===== src/rtl/vga_timing_gen_if.sv =====
// rtl/vga_timing_gen_if.sv - pixel coordinate request / colour response bus
interface vga_timing_gen_if #(
    parameter int CW  = 1,
    parameter int X_W = 10,
    parameter int Y_W = 10
);
    logic [X_W-1:0] x_o;
    logic [Y_W-1:0] y_o;
    logic [CW-1:0]  r_i;
    logic [CW-1:0]  g_i;
    logic [CW-1:0]  b_i;

    modport master (output x_o, y_o, input r_i, g_i, b_i);
    modport slave  (input x_o, y_o, output r_i, g_i, b_i);
endinterface


===== src/rtl/vga_timing_gen.sv =====
// rtl/vga_timing_gen.sv - parametrised VGA raster timing generator
// Optional colour-bar source enabled by VGA_TIMING_TEST_PATTERN_EN.
module vga_timing_gen #(
    parameter int H_ACTIVE  = 640,
    parameter int H_FP      = 16,
    parameter int H_SYNC    = 96,
    parameter int H_BP      = 48,
    parameter int V_ACTIVE  = 480,
    parameter int V_FP      = 10,
    parameter int V_SYNC    = 2,
    parameter int V_BP      = 33,
    parameter int HSYNC_POL = 0,
    parameter int VSYNC_POL = 0,
    parameter int CW        = 1,
    parameter int X_W       = 10,
    parameter int Y_W       = 10,
    parameter int FRAME_W   = 8
) (
    input  logic               clk_i,
    input  logic               rst_i,
    input  logic               pix_en_i,
`ifdef VGA_TIMING_TEST_PATTERN_EN
    input  logic               pattern_en_i,
`endif
    vga_timing_gen_if.master   pix,
    output logic               hsync_o,
    output logic               vsync_o,
    output logic               de_o,
    output logic [CW-1:0]      r_o,
    output logic [CW-1:0]      g_o,
    output logic [CW-1:0]      b_o,
    output logic               line_start_o,
    output logic               frame_start_o,
    output logic [FRAME_W-1:0] frame_cnt_o
);
    localparam int H_TOTAL = H_ACTIVE + H_FP + H_SYNC + H_BP;
    localparam int V_TOTAL = V_ACTIVE + V_FP + V_SYNC + V_BP;

    if (H_ACTIVE < 1 || H_FP < 1 || H_SYNC < 1 || H_BP < 1) begin : g_bad_h
        $error("vga_timing_gen: horizontal widths must be >= 1");
    end
    if (V_ACTIVE < 1 || V_FP < 1 || V_SYNC < 1 || V_BP < 1) begin : g_bad_v
        $error("vga_timing_gen: vertical widths must be >= 1");
    end
    if (CW < 1 || X_W < 1 || Y_W < 1 || FRAME_W < 1) begin : g_bad_w
        $error("vga_timing_gen: port widths must be >= 1");
    end
    if (longint'(H_TOTAL - 1) >= (longint'(1) << X_W)) begin : g_bad_xw
        $error("vga_timing_gen: X_W too narrow for H_TOTAL");
    end
    if (longint'(V_TOTAL - 1) >= (longint'(1) << Y_W)) begin : g_bad_yw
        $error("vga_timing_gen: Y_W too narrow for V_TOTAL");
    end

    localparam logic [X_W-1:0] H_ACT_END  = X_W'(H_ACTIVE - 1);
    localparam logic [X_W-1:0] H_FP_END   = X_W'(H_ACTIVE + H_FP - 1);
    localparam logic [X_W-1:0] H_SYNC_END = X_W'(H_ACTIVE + H_FP + H_SYNC - 1);
    localparam logic [X_W-1:0] H_LAST     = X_W'(H_TOTAL - 1);
    localparam logic [Y_W-1:0] V_ACT_END  = Y_W'(V_ACTIVE - 1);
    localparam logic [Y_W-1:0] V_FP_END   = Y_W'(V_ACTIVE + V_FP - 1);
    localparam logic [Y_W-1:0] V_SYNC_END = Y_W'(V_ACTIVE + V_FP + V_SYNC - 1);
    localparam logic [Y_W-1:0] V_LAST     = Y_W'(V_TOTAL - 1);

    localparam logic HS_ON  = (HSYNC_POL != 0);
    localparam logic HS_OFF = ~HS_ON;
    localparam logic VS_ON  = (VSYNC_POL != 0);
    localparam logic VS_OFF = ~VS_ON;

    typedef enum logic [1:0] {HS_ACT, HS_FP, HS_SYNC, HS_BP} h_state_t;
    typedef enum logic [1:0] {VS_ACT, VS_FP, VS_SYNC, VS_BP} v_state_t;

    h_state_t           h_q, h_d;
    v_state_t           v_q, v_d;
    logic [X_W-1:0]     x_q, x_d;
    logic [Y_W-1:0]     y_q, y_d;
    logic [FRAME_W-1:0] frame_q, frame_d;
    logic               hsync_q, hsync_d;
    logic               vsync_q, vsync_d;
    logic               de_q, de_d;
    logic [CW-1:0]      r_q, r_d, g_q, g_d, b_q, b_d;
    logic               line_start_q, line_start_d;
    logic               frame_start_q, frame_start_d;
    logic [CW-1:0]      src_r, src_g, src_b;
    logic               eol;

`ifdef VGA_TIMING_TEST_PATTERN_EN
    logic [2:0] bar;
    always_comb begin
        bar   = 3'((32'(x_q) * 32'd8) / 32'(H_ACTIVE));
        src_r = pattern_en_i ? {CW{bar[2]}} : pix.r_i;
        src_g = pattern_en_i ? {CW{bar[1]}} : pix.g_i;
        src_b = pattern_en_i ? {CW{bar[0]}} : pix.b_i;
    end
`else
    always_comb begin
        src_r = pix.r_i;
        src_g = pix.g_i;
        src_b = pix.b_i;
    end
`endif

    always_ff @(posedge clk_i) begin
        if (rst_i) begin
            h_q           <= HS_ACT;
            v_q           <= VS_ACT;
            x_q           <= '0;
            y_q           <= '0;
            frame_q       <= '0;
            hsync_q       <= HS_OFF;
            vsync_q       <= VS_OFF;
            de_q          <= 1'b0;
            r_q           <= '0;
            g_q           <= '0;
            b_q           <= '0;
            line_start_q  <= 1'b0;
            frame_start_q <= 1'b0;
        end else begin
            h_q           <= h_d;
            v_q           <= v_d;
            x_q           <= x_d;
            y_q           <= y_d;
            frame_q       <= frame_d;
            hsync_q       <= hsync_d;
            vsync_q       <= vsync_d;
            de_q          <= de_d;
            r_q           <= r_d;
            g_q           <= g_d;
            b_q           <= b_d;
            line_start_q  <= line_start_d;
            frame_start_q <= frame_start_d;
        end
    end

    // Everything holds on disabled cycles except the strobes, which drop to 0.
    always_comb begin
        h_d           = h_q;
        v_d           = v_q;
        x_d           = x_q;
        y_d           = y_q;
        frame_d       = frame_q;
        hsync_d       = hsync_q;
        vsync_d       = vsync_q;
        de_d          = de_q;
        r_d           = r_q;
        g_d           = g_q;
        b_d           = b_q;
        line_start_d  = 1'b0;
        frame_start_d = 1'b0;
        eol           = (x_q == H_LAST);

        if (pix_en_i) begin
            x_d = eol ? '0 : x_q + 1'b1;
            case (h_q)
                HS_ACT:  if (x_q == H_ACT_END)  h_d = HS_FP;
                HS_FP:   if (x_q == H_FP_END)   h_d = HS_SYNC;
                HS_SYNC: if (x_q == H_SYNC_END) h_d = HS_BP;
                HS_BP:   if (eol)               h_d = HS_ACT;
                default:                        h_d = HS_ACT;
            endcase

            if (eol) begin
                y_d = (y_q == V_LAST) ? '0 : y_q + 1'b1;
                if (y_q == V_LAST) frame_d = frame_q + 1'b1;
                case (v_q)
                    VS_ACT:  if (y_q == V_ACT_END)  v_d = VS_FP;
                    VS_FP:   if (y_q == V_FP_END)   v_d = VS_SYNC;
                    VS_SYNC: if (y_q == V_SYNC_END) v_d = VS_BP;
                    VS_BP:   if (y_q == V_LAST)     v_d = VS_ACT;
                    default:                        v_d = VS_ACT;
                endcase
            end

            de_d          = (h_q == HS_ACT) && (v_q == VS_ACT);
            hsync_d       = (h_q == HS_SYNC) ? HS_ON : HS_OFF;
            vsync_d       = (v_q == VS_SYNC) ? VS_ON : VS_OFF;
            r_d           = de_d ? src_r : '0;
            g_d           = de_d ? src_g : '0;
            b_d           = de_d ? src_b : '0;
            line_start_d  = (x_q == '0);
            frame_start_d = (x_q == '0) && (y_q == '0);
        end
    end

    assign pix.x_o       = x_q;
    assign pix.y_o       = y_q;
    assign hsync_o       = hsync_q;
    assign vsync_o       = vsync_q;
    assign de_o          = de_q;
    assign r_o           = r_q;
    assign g_o           = g_q;
    assign b_o           = b_q;
    assign line_start_o  = line_start_q;
    assign frame_start_o = frame_start_q;
    assign frame_cnt_o   = frame_q;
endmodule


===== src/flat_wrapper.sv =====
// flat-port wrapper written by rule: the top's interface ports become plain ports
module vga_timing_gen_flat 
#(
    parameter int H_ACTIVE  = 640,
    parameter int H_FP      = 16,
    parameter int H_SYNC    = 96,
    parameter int H_BP      = 48,
    parameter int V_ACTIVE  = 480,
    parameter int V_FP      = 10,
    parameter int V_SYNC    = 2,
    parameter int V_BP      = 33,
    parameter int HSYNC_POL = 0,
    parameter int VSYNC_POL = 0,
    parameter int CW        = 1,
    parameter int X_W       = 10,
    parameter int Y_W       = 10,
    parameter int FRAME_W   = 8
)
  (clk_i, rst_i, pix_en_i, hsync_o, vsync_o, de_o, r_o, g_o, b_o, line_start_o, frame_start_o, frame_cnt_o, pix_x_o, pix_y_o, pix_r_i, pix_g_i, pix_b_i);
  vga_timing_gen_if #(.CW(CW), .X_W(X_W), .Y_W(Y_W)) pix_i ();
  input  logic clk_i;
  input  logic rst_i;
  input  logic pix_en_i;
  output logic hsync_o;
  output logic vsync_o;
  output logic de_o;
  output logic [CW-1:0] r_o;
  output logic [CW-1:0] g_o;
  output logic [CW-1:0] b_o;
  output logic line_start_o;
  output logic frame_start_o;
  output logic [FRAME_W-1:0] frame_cnt_o;
  output wire logic [$bits(pix_i.x_o)-1:0] pix_x_o;
  output wire logic [$bits(pix_i.y_o)-1:0] pix_y_o;
  input wire logic [$bits(pix_i.r_i)-1:0] pix_r_i;
  input wire logic [$bits(pix_i.g_i)-1:0] pix_g_i;
  input wire logic [$bits(pix_i.b_i)-1:0] pix_b_i;
  assign pix_x_o = pix_i.x_o;
  assign pix_y_o = pix_i.y_o;
  assign pix_i.r_i = pix_r_i;
  assign pix_i.g_i = pix_g_i;
  assign pix_i.b_i = pix_b_i;
  vga_timing_gen #(.H_ACTIVE(H_ACTIVE), .H_FP(H_FP), .H_SYNC(H_SYNC), .H_BP(H_BP), .V_ACTIVE(V_ACTIVE), .V_FP(V_FP), .V_SYNC(V_SYNC), .V_BP(V_BP), .HSYNC_POL(HSYNC_POL), .VSYNC_POL(VSYNC_POL), .CW(CW), .X_W(X_W), .Y_W(Y_W), .FRAME_W(FRAME_W)) u_core (.clk_i(clk_i), .rst_i(rst_i), .pix_en_i(pix_en_i), .pix(pix_i), .hsync_o(hsync_o), .vsync_o(vsync_o), .de_o(de_o), .r_o(r_o), .g_o(g_o), .b_o(b_o), .line_start_o(line_start_o), .frame_start_o(frame_start_o), .frame_cnt_o(frame_cnt_o));
endmodule

===== config.mk =====
export PLATFORM = sky130hd
export DESIGN_NAME = vga_timing_gen_flat
export DESIGN_NICKNAME = d
export VERILOG_FILES = /design/src/rtl/vga_timing_gen_if.sv /design/src/rtl/vga_timing_gen.sv /design/src/flat_wrapper.sv
export SDC_FILE = /design/constraint.sdc
export NUM_CORES = 1
export LEC_CHECK = 0
export ABC_AREA = 1
export BUFFER_PORTS_ARGS = -buffer_cell sky130_fd_sc_hd__buf_4
export CORE_MARGIN = 2
export CORE_UTILIZATION = 51
export CTS_BUF_LIST = sky130_fd_sc_hd__clkbuf_8
export DETAILED_ROUTE_END_ITERATION = 8
export PLACE_DENSITY_LB_ADDON = 0.05
export SLEW_MARGIN = 10
export SYNTH_ARGS = -nofsm -noshare
export SYNTH_HDL_FRONTEND = slang
export SYNTH_SLANG_ARGS = --single-unit

===== constraint.sdc =====
create_clock -name clk_i -period 1.46 [get_ports clk_i]
set_input_delay 0.219 -clock clk_i [delete_from_list [all_inputs] [get_ports clk_i]]
set_output_delay 0.219 -clock clk_i [all_outputs]
set_load 0.01 [all_outputs]

Word level (Yosys, flattened, before mapping)
Index checks and enable logic that the tools add are counted.

word-level totals
  word-level logic and storage cells = 67
  input bits = 6
  register bits after elaboration = 40

cells by class
  bitwise logic cells = 1
  multiplexer cells = 17
  eq/ne operators = 22
  reduce and logical (&&, ||, !) cells = 11
  $add $sub $neg = 3

operators with widths
  cell                                            number
  == test 10 bit, second input constant           5
  == test 10 x 9 -> 1 bit, second input constant  3
  adder 10 x 1 -> 10 bit, second input constant   2
  logical NOT 10 bit                              2
  two-way mux 10 bit                              2
  two-way mux 2 bit                               8
  != test 2 x 1 -> 1 bit, second input constant   8
  case mux 2 bit (4 select lines)                 2
  adder 8 x 1 -> 8 bit, second input constant     1
  == test 2 bit, second input constant            4
  AND reduction 6 bit                             1
  two-way mux 1 bit                               5
  AND reduction 5 bit                             1
  == test 2 x 1 -> 1 bit, second input constant   2
  logical NOT 2 bit                               2
  AND reduction 3 bit                             1
  logical AND 1 bit                               2
  AND reduction 2 bit                             1
  OR reduction 2 bit                              1
  NOT 1 bit                                       1

Longest topological paths before layout
Gate-level depths: netlist of the first run.

  word-level depth = 3
  depth in mapped cells = 12

Least setup slack after synthesis of the first run
No wires, ideal clock.

  path type = register to register
  start = register u_core.y_q[0] (netlist: u_core.pix.y_o[0])
  end = register u_core.frame_q[0] (netlist: u_core.frame_cnt_o[0])
  slack = -9 ps
  clock period less this slack = 1469 ps
  buffers on the path = 0
  cell stages (with the launch flop) = 10
  required time = 1332 ps
  arrival time = 1341 ps
  library setup time = 128 ps
  cell sequence = dfxtp_1 > inv_1 > ha_1 > nand2_1 > nor2_1 > nand2_2 > inv_1 > nand3_4 > xor2_1 > nor2_1

between the ends
  longest elaborated chain between the ends = 2

ends and longest elaborated chain
  item                                  RTL line               source
  from (decl)                           vga_timing_gen.sv:75   logic [Y_W-1:0] y_q, y_d;
  from (signal assigned)                vga_timing_gen.sv:121  y_q <= y_d;
  == test 10 bit                        vga_timing_gen.sv:163  if (y_q == V_LAST) frame_d = frame_q + 1'b1;
  AND reduction 3 bit (no source line)  -
  to (signal assigned)                  vga_timing_gen.sv:122  frame_q <= frame_d;
  to (decl)                             vga_timing_gen.sv:76   logic [FRAME_W-1:0] frame_q, frame_d;

Every way passes these cells.
A chain may end at the register's enable or synchronous reset.

Final worst setup path of the first run
  start = register u_core.x_q[1] (netlist: u_core.pix.x_o[1])
  end = register u_core.frame_q[4] (netlist: u_core.frame_cnt_o[4])

between the ends
  longest elaborated chain between the ends = 2

ends and longest elaborated chain
  item                                  RTL line               source
  from (decl)                           vga_timing_gen.sv:74   logic [X_W-1:0] x_q, x_d;
  from (signal assigned)                vga_timing_gen.sv:106  x_q <= '0;
  from (signal assigned)                vga_timing_gen.sv:120  x_q <= x_d;
  == test 10 bit                        vga_timing_gen.sv:149  eol = (x_q == H_LAST);
  AND reduction 3 bit (no source line)  -

Every way passes these cells.

==> metrics, run 1 <==
outcome finished clean; sw frac 0.2257; drt wl/cell 12.08 um; post-DP HPWL 4.103 mm; Root Buffer clkbuf_8; Total Die Area 4932 sq um; mux contribution to synthesized area 0; clock sink total 40; leakage 0.001342 uW; clock network fraction of total power 0.416; fraction of layout cells with a size suffix above 1 0.3534; hold-fix buffers at CTS 0; layer with the highest usage met2; vias in the first global route 2072; DRT iter0 DRCs 168; ANT nets after route 0; Worst path max stage delay 360 ps; H-tree levels 2; most frequent cells in the layout nand2_1 (83), buf_4 (67), nor2_1 (43); clock transition at the registers of the reported paths 80 ps; switching pwr 488.4 uW; syn avg cell area 6.884 sq um; gr usage total 0.2250; Clk Latency, worst-skew pair 290 ps; setup TNS 0 ps; Mapped Cells 325; Layout Nets 418; via count 2233; sequential area share after synthesis 0.3579; routed wire length 5.450 mm; Slew Limit Fails 0; Worst setup SP type flip-flop; CTS buffer count 5; final RePlAce weighted congestion 0.9222; Tcrit/Tclk final 0.9823; maximum clock frequency 697.3 MHz; met3 Track Usage GR 0.05051; Required @ worst endpoint 1650 ps; critical path class flip-flop to flip-flop; warnings from Yosys 0; first-pass GRT wire length 9.087 mm; drt drc 0; most area-consuming cells after synthesis dfxtp_1 (36%), nand2_1 (15%), nor2_1 (8.6%); number of placed I/O pins 42; Cell Area, Synth 2237 sq um; top-area cell type share of the netlist area 0.3579; met2 GRT Util 0.3501; I/O Buffers 41; Seq cells post-synth 40; max-cap viol count 0; Post-Synth Simple-Gate Area 0.3781; Worst setup EP type flip-flop; 1st-pass router iterations 4; Peak VDD IR 0.0006085 V; leading cell type in the layout, fill and taps excluded nand2_1; num rows 24; Starting Density 0.5210; Overflow after GRT 0; M1 GR Usage 0.3042; count of different cell masters after synthesis 30; area leader, netlist dfxtp_1; via/cell ratio 4.951; CTS tree built; crit path DAT 1620 ps; internal power 1675 uW; area grow syn2layout 39.43%; initial antenna violation count 0; Final setup viols 0; Clock Skews 2.792 ps; PwrDens 693.7 nW/um^2; CP bufs+invs 0; Worst-Margin Slew 269.9 ps; Comb pwr share 0.069; final hold vios 0; Hold WC Path Type input port to flip-flop; core area 4294 sq um; Die Span X 70.23 um; area fraction in compound gates after synthesis 0.06991; Largest delay share family, worst path simple AND/OR/NAND/NOR gates; Antenna Cells 0; post-route minimum period 1434 ps; post-synthesis xor/xnor area fraction 0.04306; synthesized-area fraction occupied by adder cells 0.07830; Relative slew margins 0.8184; CP Cell Sequence ha_4, nand2_4, nor2_4, nand3_4, nor2_4, nand3_2, o21ai_2, nor2_1; pre-CTS setup slack -38.66 ps; final setup margin 25.90 ps; Max Buffers Root-to-Sink 2; crit-path max FO 7; largest net degree at the start of global routing 15; largest family of logic cells by synthesized area simple AND/OR/NAND/NOR gates; Die H 70.23 um; post-synth net total 345; slowest cell on the critical path dfxtp_2; most frequent CP cell nor2_4; Seq pwr share 0.515; RSZ-0062 raised after global routing yes
cell usage after synthesis:
cell type and number:
clkinv_1 1, nor2_1 51, ha_1 14, xor2_1 7
or2_1 1, nand3b_1 1, a22oi_1 1, nor2_4 3
buf_2 1, xnor2_1 4, nand3_1 18, o21ai_0 4
clkbuf_1 2, inv_1 34, nand2_2 5, nand2_1 88
nor2_2 3, nor3_2 2, a21oi_1 21, inv_2 4
dfxtp_1 40, o21ai_1 2, nand3_2 1, nand4_1 6
nor4_1 3, nor3_1 3, a211oi_1 1, o22ai_1 1
buf_1 1, nand3_4 2
timing repair:
| action | 4_1_cts | 5_1_grt |
|---|---|---|
| pin swaps | 2 | 12 |
| setup endpoints to repair | 11 | 24 |
| resized for setup | 7 | 56 |
| buffers inserted | 1 | 5 |
| hold endpoints to repair | 0 | 0 |
final timing paths:
check | startpoint | to | slack (ps) | cells after the start
worst max-delay path | u_core.pix.x_o[1]$_SDFFE_PP0P_ | u_core.frame_cnt_o[4]$_SDFFE_PP0P_ | 30 | 8
worst min-delay path | rst_i | u_core.pix.x_o[4]$_SDFFE_PP0P_ | 180 | 2
worst max register to register | u_core.pix.x_o[1]$_SDFFE_PP0P_ | u_core.frame_cnt_o[4]$_SDFFE_PP0P_ | 30 | 8
worst min register to register | u_core.b_o$_SDFFE_PP0P_ | u_core.b_o$_SDFFE_PP0P_ | 470 | 2
power groups by stage:
stage | sequential [uW] | clock [uW] | combinational (uW)
global placement | 1140 | 0 | 142
finish | 1110 | 901 | 149
CTS | 1120 | 928 | 145
floorplan | 1150 | 0 | 60.1
detailed placement | 1140 | 0 | 144
global route | 1120 | 974 | 166
layer usage:
metal  wire (um)  up-vias
li1            -     1173
met1        2470      994
met2        2631       59
met3         286        7
met4          61        0
met5           0        -
kinds of logic (layout without fill, tap and decap cells):
logic type | after synthesis | after routing
xor gates and xnor gates | 11 | 11
adders and majority gates | 14 | 14
DFF | 40 | 40
AOI/OAI and AO/OA | 30 | 30
buffers and inverters | 43 | 117
and+or+nand+nor | 187 | 187
cell type report:
cell class	instances	area (sq um)
Fill cell	346	1175
Tap cell	52	65.06
Timing Repair Buffer	70	536.8
Clock buffer	5	68.82
Sequential cell	40	824.5
Clock inverter	3	42.54
Inverter	39	156.4
Multi-Input combinational cell	242	1425
per-stage QoR:
stage               power [uW]  hold slack [ps]  utilization  instances  area, sq um
floorplan                 1213            361.8            -        325         2238
global placement          1284            453.4       0.6445        437         2768
detailed placement        1286            456.3       0.6445        437         2768
CTS                       2190            170.3       0.6760        446         2903
global route              2258            176.7       0.7264        451         3119
finish                    2164            179.0       0.7264        451         3119
state kept, by name, summed over array words and instances (netlist names):
register / flops
u_core.b_o: 1
u_core.de_o: 1
u_core.frame_cnt_o: 8
u_core.frame_start_o: 1
u_core.g_o: 1
u_core.h_q: 2
u_core.hsync_o: 1
u_core.line_start_o: 1
u_core.pix.x_o: 10
u_core.pix.y_o: 10
u_core.r_o: 1
u_core.v_q: 2
u_core.vsync_o: 1
(Power assumes the default switching activity.)
==> run 2, diff against run 1 <==
ABC_AREA = not set   (was 1)
==> run 2 against run 1 <==
  * Utilization grew 15 points
  * Register-to-register slack worse by 550 ps
  * The flow now finishes with violations (negative setup slack)
  * Sequential cell count unchanged
==> metrics, run 2 <==
Starting Density 0.5249; drt drc 0; non-filler cells, final 402; Tcrit/Tclk final 1.358; initial antenna violation count 0; Seq cells post-synth 40; final hold vios 0; top-area cell type share of the netlist area 0.3842; Die H 67.93 um; post-synth net total 260; crit-path max FO 4; ANT nets after route 0; critical path class flip-flop to flip-flop; Mapped Cells 240; Required @ worst endpoint 1640 ps; Max Buffers Root-to-Sink 2; via count 2386; Worst setup SP type flip-flop; Clock Skews 12.89 ps; num rows 23; via/cell ratio 5.935; final RePlAce weighted congestion 0.8410; Clk Latency, worst-skew pair 300 ps; Worst-Margin Slew 373.1 ps; Final Util 0.8724; most area-consuming cells after synthesis dfxtp_1 (38%), ha_1 (8.4%), xor2_1 (5.0%); drt wl/cell 18.79 um; Inst Count DP 378; Die Span X 67.93 um; max-cap viol count 0; 1st-pass router iterations 5; Total Die Area 4614 sq um; most frequent cells in the layout buf_4 (96), dfxtp_1 (29), nor2_1 (23); switching pwr 475.3 uW; final setup margin -522.1 ps; hold-fix buffers at CTS 0; warnings from Yosys 0; RSZ-0062 raised after global routing yes; count leader, synth dfxtp_1; number of placed I/O pins 42; number of synthesized flops with an enable pin 0; Overflow after GRT 0; slowest cell on the critical path or4b_4; CP Cell Sequence ha_4, nand4_4, or4b_4, a221oi_4, buf_4, a21o_1, a21oi_1; PwrDens 567.3 nW/um^2; Cell Area, Synth 2084 sq um; area of the multi-input gates 1534 sq um; CTS tree built; syn avg cell area 8.685 sq um; Comb pwr share 0.073; Seq pwr share 0.566; first-pass GRT wire length 9.929 mm; internal power 1490 uW; Layout Nets 371; sw frac 0.2419; CTS buffer count 5; DRT iter0 DRCs 190; area grow syn2layout 66.21%; Worst path max stage delay 520 ps; core area 3971 sq um; Peak VDD IR 0.0007144 V; leakage 0.001559 uW; dpl cell area 2925 sq um; leading cell type in the layout, fill and taps excluded buf_4; largest net degree at the start of global routing 18; clock network fraction of total power 0.361; post-DP HPWL 3.850 mm; Slew Limit Fails 0; sequential area share after synthesis 0.3842; clock transition at the registers of the reported paths 80 ps; routed wire length 7.554 mm; area leader, netlist dfxtp_1; maximum clock frequency 504.5 MHz; crit path DAT 2160 ps; Reg area 827.0 sq um; Post-synth ARST share 0; post-route minimum period 1982 ps; Commonest cells post-synth dfxtp_1 (40), nand2_1 (25), nor2_1 (24); vias in the first global route 2118; Relative slew margins 0.7496; Final setup viols 29; Fill cells 200; clock sink total 40; hold slack 202.3 ps; violated checks negative setup slack; Antenna Cells 0; setup TNS -7668 ps; Hold WC Path Type input port to flip-flop; outcome finished, violations left; Root Buffer clkbuf_8; count of different cell masters after synthesis 42; Worst setup EP type flip-flop; final design instance area without fill 3465 sq um; fraction of layout cells with a size suffix above 1 0.5085; Main synth FF type dfxtp_1; I/O Buffers 41; H-tree levels 2; gr usage total 0.2832
## run 2: cell count changes after synthesis, moves of 4 or more
| cell | delta |
|---|---|
| xor2_1 | +5 |
| xnor2_1 | +6 |
| nor3_1 | +11 |
| inv_1 | -20 |
| nand3_1 | -5 |
| a21oi_1 | -10 |
| nand2_2 | -5 |
| nor2_1 | -27 |
| nand2_1 | -63 |
| inv_2 | -4 |
| nand4_1 | +4 |
## run 2: what timing repair did
item,CTS,global route
pin swaps,34,20
resized for setup,47,24
setup buffers,13,5
cloned,1,0
setup endpoints to repair,24,31
## run 2: path summary, 6_finish.rpt
kind / startpoint / to / slack (ps) / depth (start not counted)
hold / removal: pix_g_i / u_core.g_o$_SDFFE_PP0P_ / 200 / 3
setup / recovery: u_core.pix.y_o[1]$_SDFFE_PP0P_ / u_core.v_q[1]$_SDFFE_PP0P_ / -520 / 7
setup reg to reg: u_core.pix.y_o[1]$_SDFFE_PP0P_ / u_core.v_q[1]$_SDFFE_PP0P_ / -520 / 7
hold reg to reg: u_core.g_o$_SDFFE_PP0P_ / u_core.g_o$_SDFFE_PP0P_ / 460 / 2
## run 2: power groups by stage
stage | combinational (uW) | sequential (uW) | clock, uW
finish | 143 | 1110 | 710
global route | 155 | 1110 | 764
CTS | 136 | 1110 | 716
detailed placement | 137 | 1140 | 0
global placement | 137 | 1140 | 0
floorplan | 48.1 | 1150 | 0
## run 2: cell families after synthesis
group,Yosys count,synth area share
and+or+nand+nor,115,0.2989
DFF,40,0.3842
AOI/OAI and AO/OA,25,0.08524
xor gates and xnor gates,22,0.09243
buffers and inverters,22,0.04442
adders and majority gates,14,0.08403
muxes,2,0.01080
## run 2: area by class of cell
type | count | share of cell area
clock buffer | 5 | 0.01986
clock inverter | 3 | 0.003611
multi-input combinational | 179 | 0.4428
sequential | 40 | 0.2387
inverter | 14 | 0.01517
tap | 50 | 0.01806
timing repair buffer | 111 | 0.2618
## run 2: worst max-delay path, delay by kind of cell, from the launching register on
family | cells | cell delay (ps)
flip-flops | 1 | 380
AND/OR/NAND/NOR | 2 | 620
adder cells (fa/ha/maj) | 1 | 160
buffers and inverters | 1 | 170
AO/OA/AOI/OAI | 3 | 530
## run 2: per-stage QoR
| step | setup WS [ps] | total power (uW) |
|---|---|---|
| after detailed placement | -433.7 | 1276 |
| after floorplan | -416.2 | 1198 |
| after global placement | -404.8 | 1275 |
| final | -522.1 | 1965 |
| after global routing | -544.9 | 2033 |
| after CTS | -410.5 | 1964 |
## run 2: routing by layer
metal	global-route usage	wire length (um)
met3	0.04934	553
met2	0.4818	3628
met1	0.3617	2945
met5	0	0
met4	0.09250	426
==> run 3, diff against run 2 <==
ABC_AREA = 1   (was not set)
CORE_ASPECT_RATIO = 1.5   (was not set)
CORE_UTILIZATION = 52   (was 51)
==> run 3 against run 2 <==
  * The run still ends with negative setup slack left
  * Critical path depth rose by 3
  * Global-route usage fell by 4.6 points
  * Clock skew fell by 3.6 ps
  * Wire length fell by 22%
  * Clock power rose by 11%
  * Cell count rose by 11%
  * Total power rose by 4.5%
  * Worst hold slack got worse by 24 ps
  * Combinational power rose by 4%
  * Via count fell by 1.7%
  * Non-clock buffer count fell by 40
  * First-iteration DRC count fell by 24%
==> metrics, run 3 (synthesis gave the netlist of run 1 again) <==
Peak VDD IR 0.0005883 V; Die H 84.33 um; num rows 29; drt wl/cell 13.20 um; clock transition at the registers of the reported paths 90 ps; final hold vios 0; area grow syn2layout 39.32%; RSZ-0062 raised after global routing yes; total power 2053 uW; Seq pwr share 0.544; DRT iter0 DRCs 145; Relative slew margins 0.8217; gr usage total 0.2371; clock sink total 40; critical path class flip-flop to flip-flop; Die Span X 57.56 um; clock network fraction of total power 0.383; Comb pwr share 0.073; PwrDens 658.6 nW/um^2; CTS tree built; H-tree levels 2; Tcrit/Tclk final 1.007; hold-fix buffers at CTS 0; switching pwr 504.6 uW; violated checks negative setup slack; Layout Nets 419; Final setup viols 2; via/cell ratio 5.260; Max Buffers Root-to-Sink 2; Clock Skews 9.317 ps; maximum clock frequency 680.1 MHz; max-cap viol count 0; drt drc 0; outcome finished, violations left; Overflow after GRT 0; final RePlAce weighted congestion 0.8932; crit path DAT 1700 ps; Clk Latency, worst-skew pair 300 ps; fraction of layout cells with a size suffix above 1 0.3775; Worst setup SP type flip-flop; sw frac 0.2458; Final Util 0.7469; vias in the first global route 2144; pre-CTS setup slack -53.27 ps; Antenna Cells 0; Worst setup EP type flip-flop; post-DP HPWL 4.089 mm; Starting Density 0.5361; Total Die Area 4854 sq um; Required @ worst endpoint 1690 ps; Hold WC Path Type input port to flip-flop; via count 2346; leading cell type in the layout, fill and taps excluded nand2_1; Fill cells 327; crit-path max FO 7; core area 4173 sq um; internal power 1548 uW; first-pass GRT wire length 9.204 mm; routed wire length 5.889 mm; CTS buffer count 5; Slew Limit Fails 0; post-route minimum period 1470 ps; initial antenna violation count 0; I/O Buffers 41; number of placed I/O pins 42; most frequent cells in the layout nand2_1 (79), buf_4 (68), nor2_1 (42); final setup margin -10.33 ps; Root Buffer clkbuf_8; Worst-Margin Slew 266.5 ps; leakage 0.001329 uW; largest net degree at the start of global routing 21; 1st-pass router iterations 4; ANT nets after route 0
## run 3: changes by cell type in the layout (fill, tap and decap cells not counted), sizes merged, moves of 9 or more
cell and change:
inv +22, nor3 -9, buf -40, a21oi +10, nand2 +68, nor2 +33
## run 3: path summary, 6_finish.rpt
check / start / to / slack [ps] / cells after the start
max: u_core.pix.y_o[0]$_SDFFE_PP0P_ / u_core.frame_cnt_o[6]$_SDFFE_PP0P_ / -10 / 10
min: pix_r_i / u_core.r_o$_SDFFE_PP0P_ / 180 / 3
max reg2reg: u_core.pix.y_o[0]$_SDFFE_PP0P_ / u_core.frame_cnt_o[6]$_SDFFE_PP0P_ / -10 / 10
min reg2reg: u_core.pix.y_o[5]$_SDFFE_PP0P_ / u_core.pix.y_o[5]$_SDFFE_PP0P_ / 470 / 2
## run 3: timing repair
item,4_1_cts,5_1_grt
cloned,0,0
pin swaps,1,22
setup endpoints to repair,8,22
endpoints found under the hold margin,0,0
buffers inserted,1,6
resized for setup,3,65
## run 3: worst max-delay path, stage by stage, from the launching register on
cell and delay (ps):
dfxtp_4 380, inv_2 80, ha_4 130, nand2_2 70, nor2_4 130, nand2_4 100
inv_2 80, nand3_4 120, inv_4 110, nand2_2 60, a21oi_2 140
## run 3: stage by stage
stage	cells	TNS [ps]	area (sq um)	hold slack, ps
global placement	431	-119.8	2773	451.7
finish	446	-16.76	3117	177.9
CTS	440	0	2875	182.5
detailed placement	431	-168.2	2773	455.7
floorplan	325	0	2238	361.8
global route	446	-766.8	3117	187.7
## run 3: layout make-up
cell class | count | area, sq um | share of cell area
clock buffer | 6 | 82.58 | 0.02650
clock inverter | 2 | 10.01 | 0.003212
inverter | 39 | 151.4 | 0.04857
multi-input combinational | 242 | 1440 | 0.4621
sequential | 40 | 822.0 | 0.2637
tap | 46 | 57.56 | 0.01847
timing repair buffer | 71 | 553.0 | 0.1774
## run 3: power by group through the flow
stage | logic, uW | registers, uW | clock network [uW]
5_1_grt | 165 | 1120 | 847
2_1_floorplan | 60.1 | 1150 | 0
6_report | 149 | 1120 | 787
3_3_place_gp | 144 | 1140 | 0
3_5_place_dp | 144 | 1140 | 0
4_1_cts | 145 | 1120 | 785
## run 3: layer usage
| metal | up-vias | GRT usage | part of all wire |
|---|---|---|---|
| met5 | - | 0 | 0 |
| met3 | 19 | 0.04931 | 0.040 |
| met2 | 64 | 0.4329 | 0.54 |
| met4 | 0 | 0.08245 | 0.027 |
| met1 | 1086 | 0.2629 | 0.40 |
| li1 | 1177 | - | - |
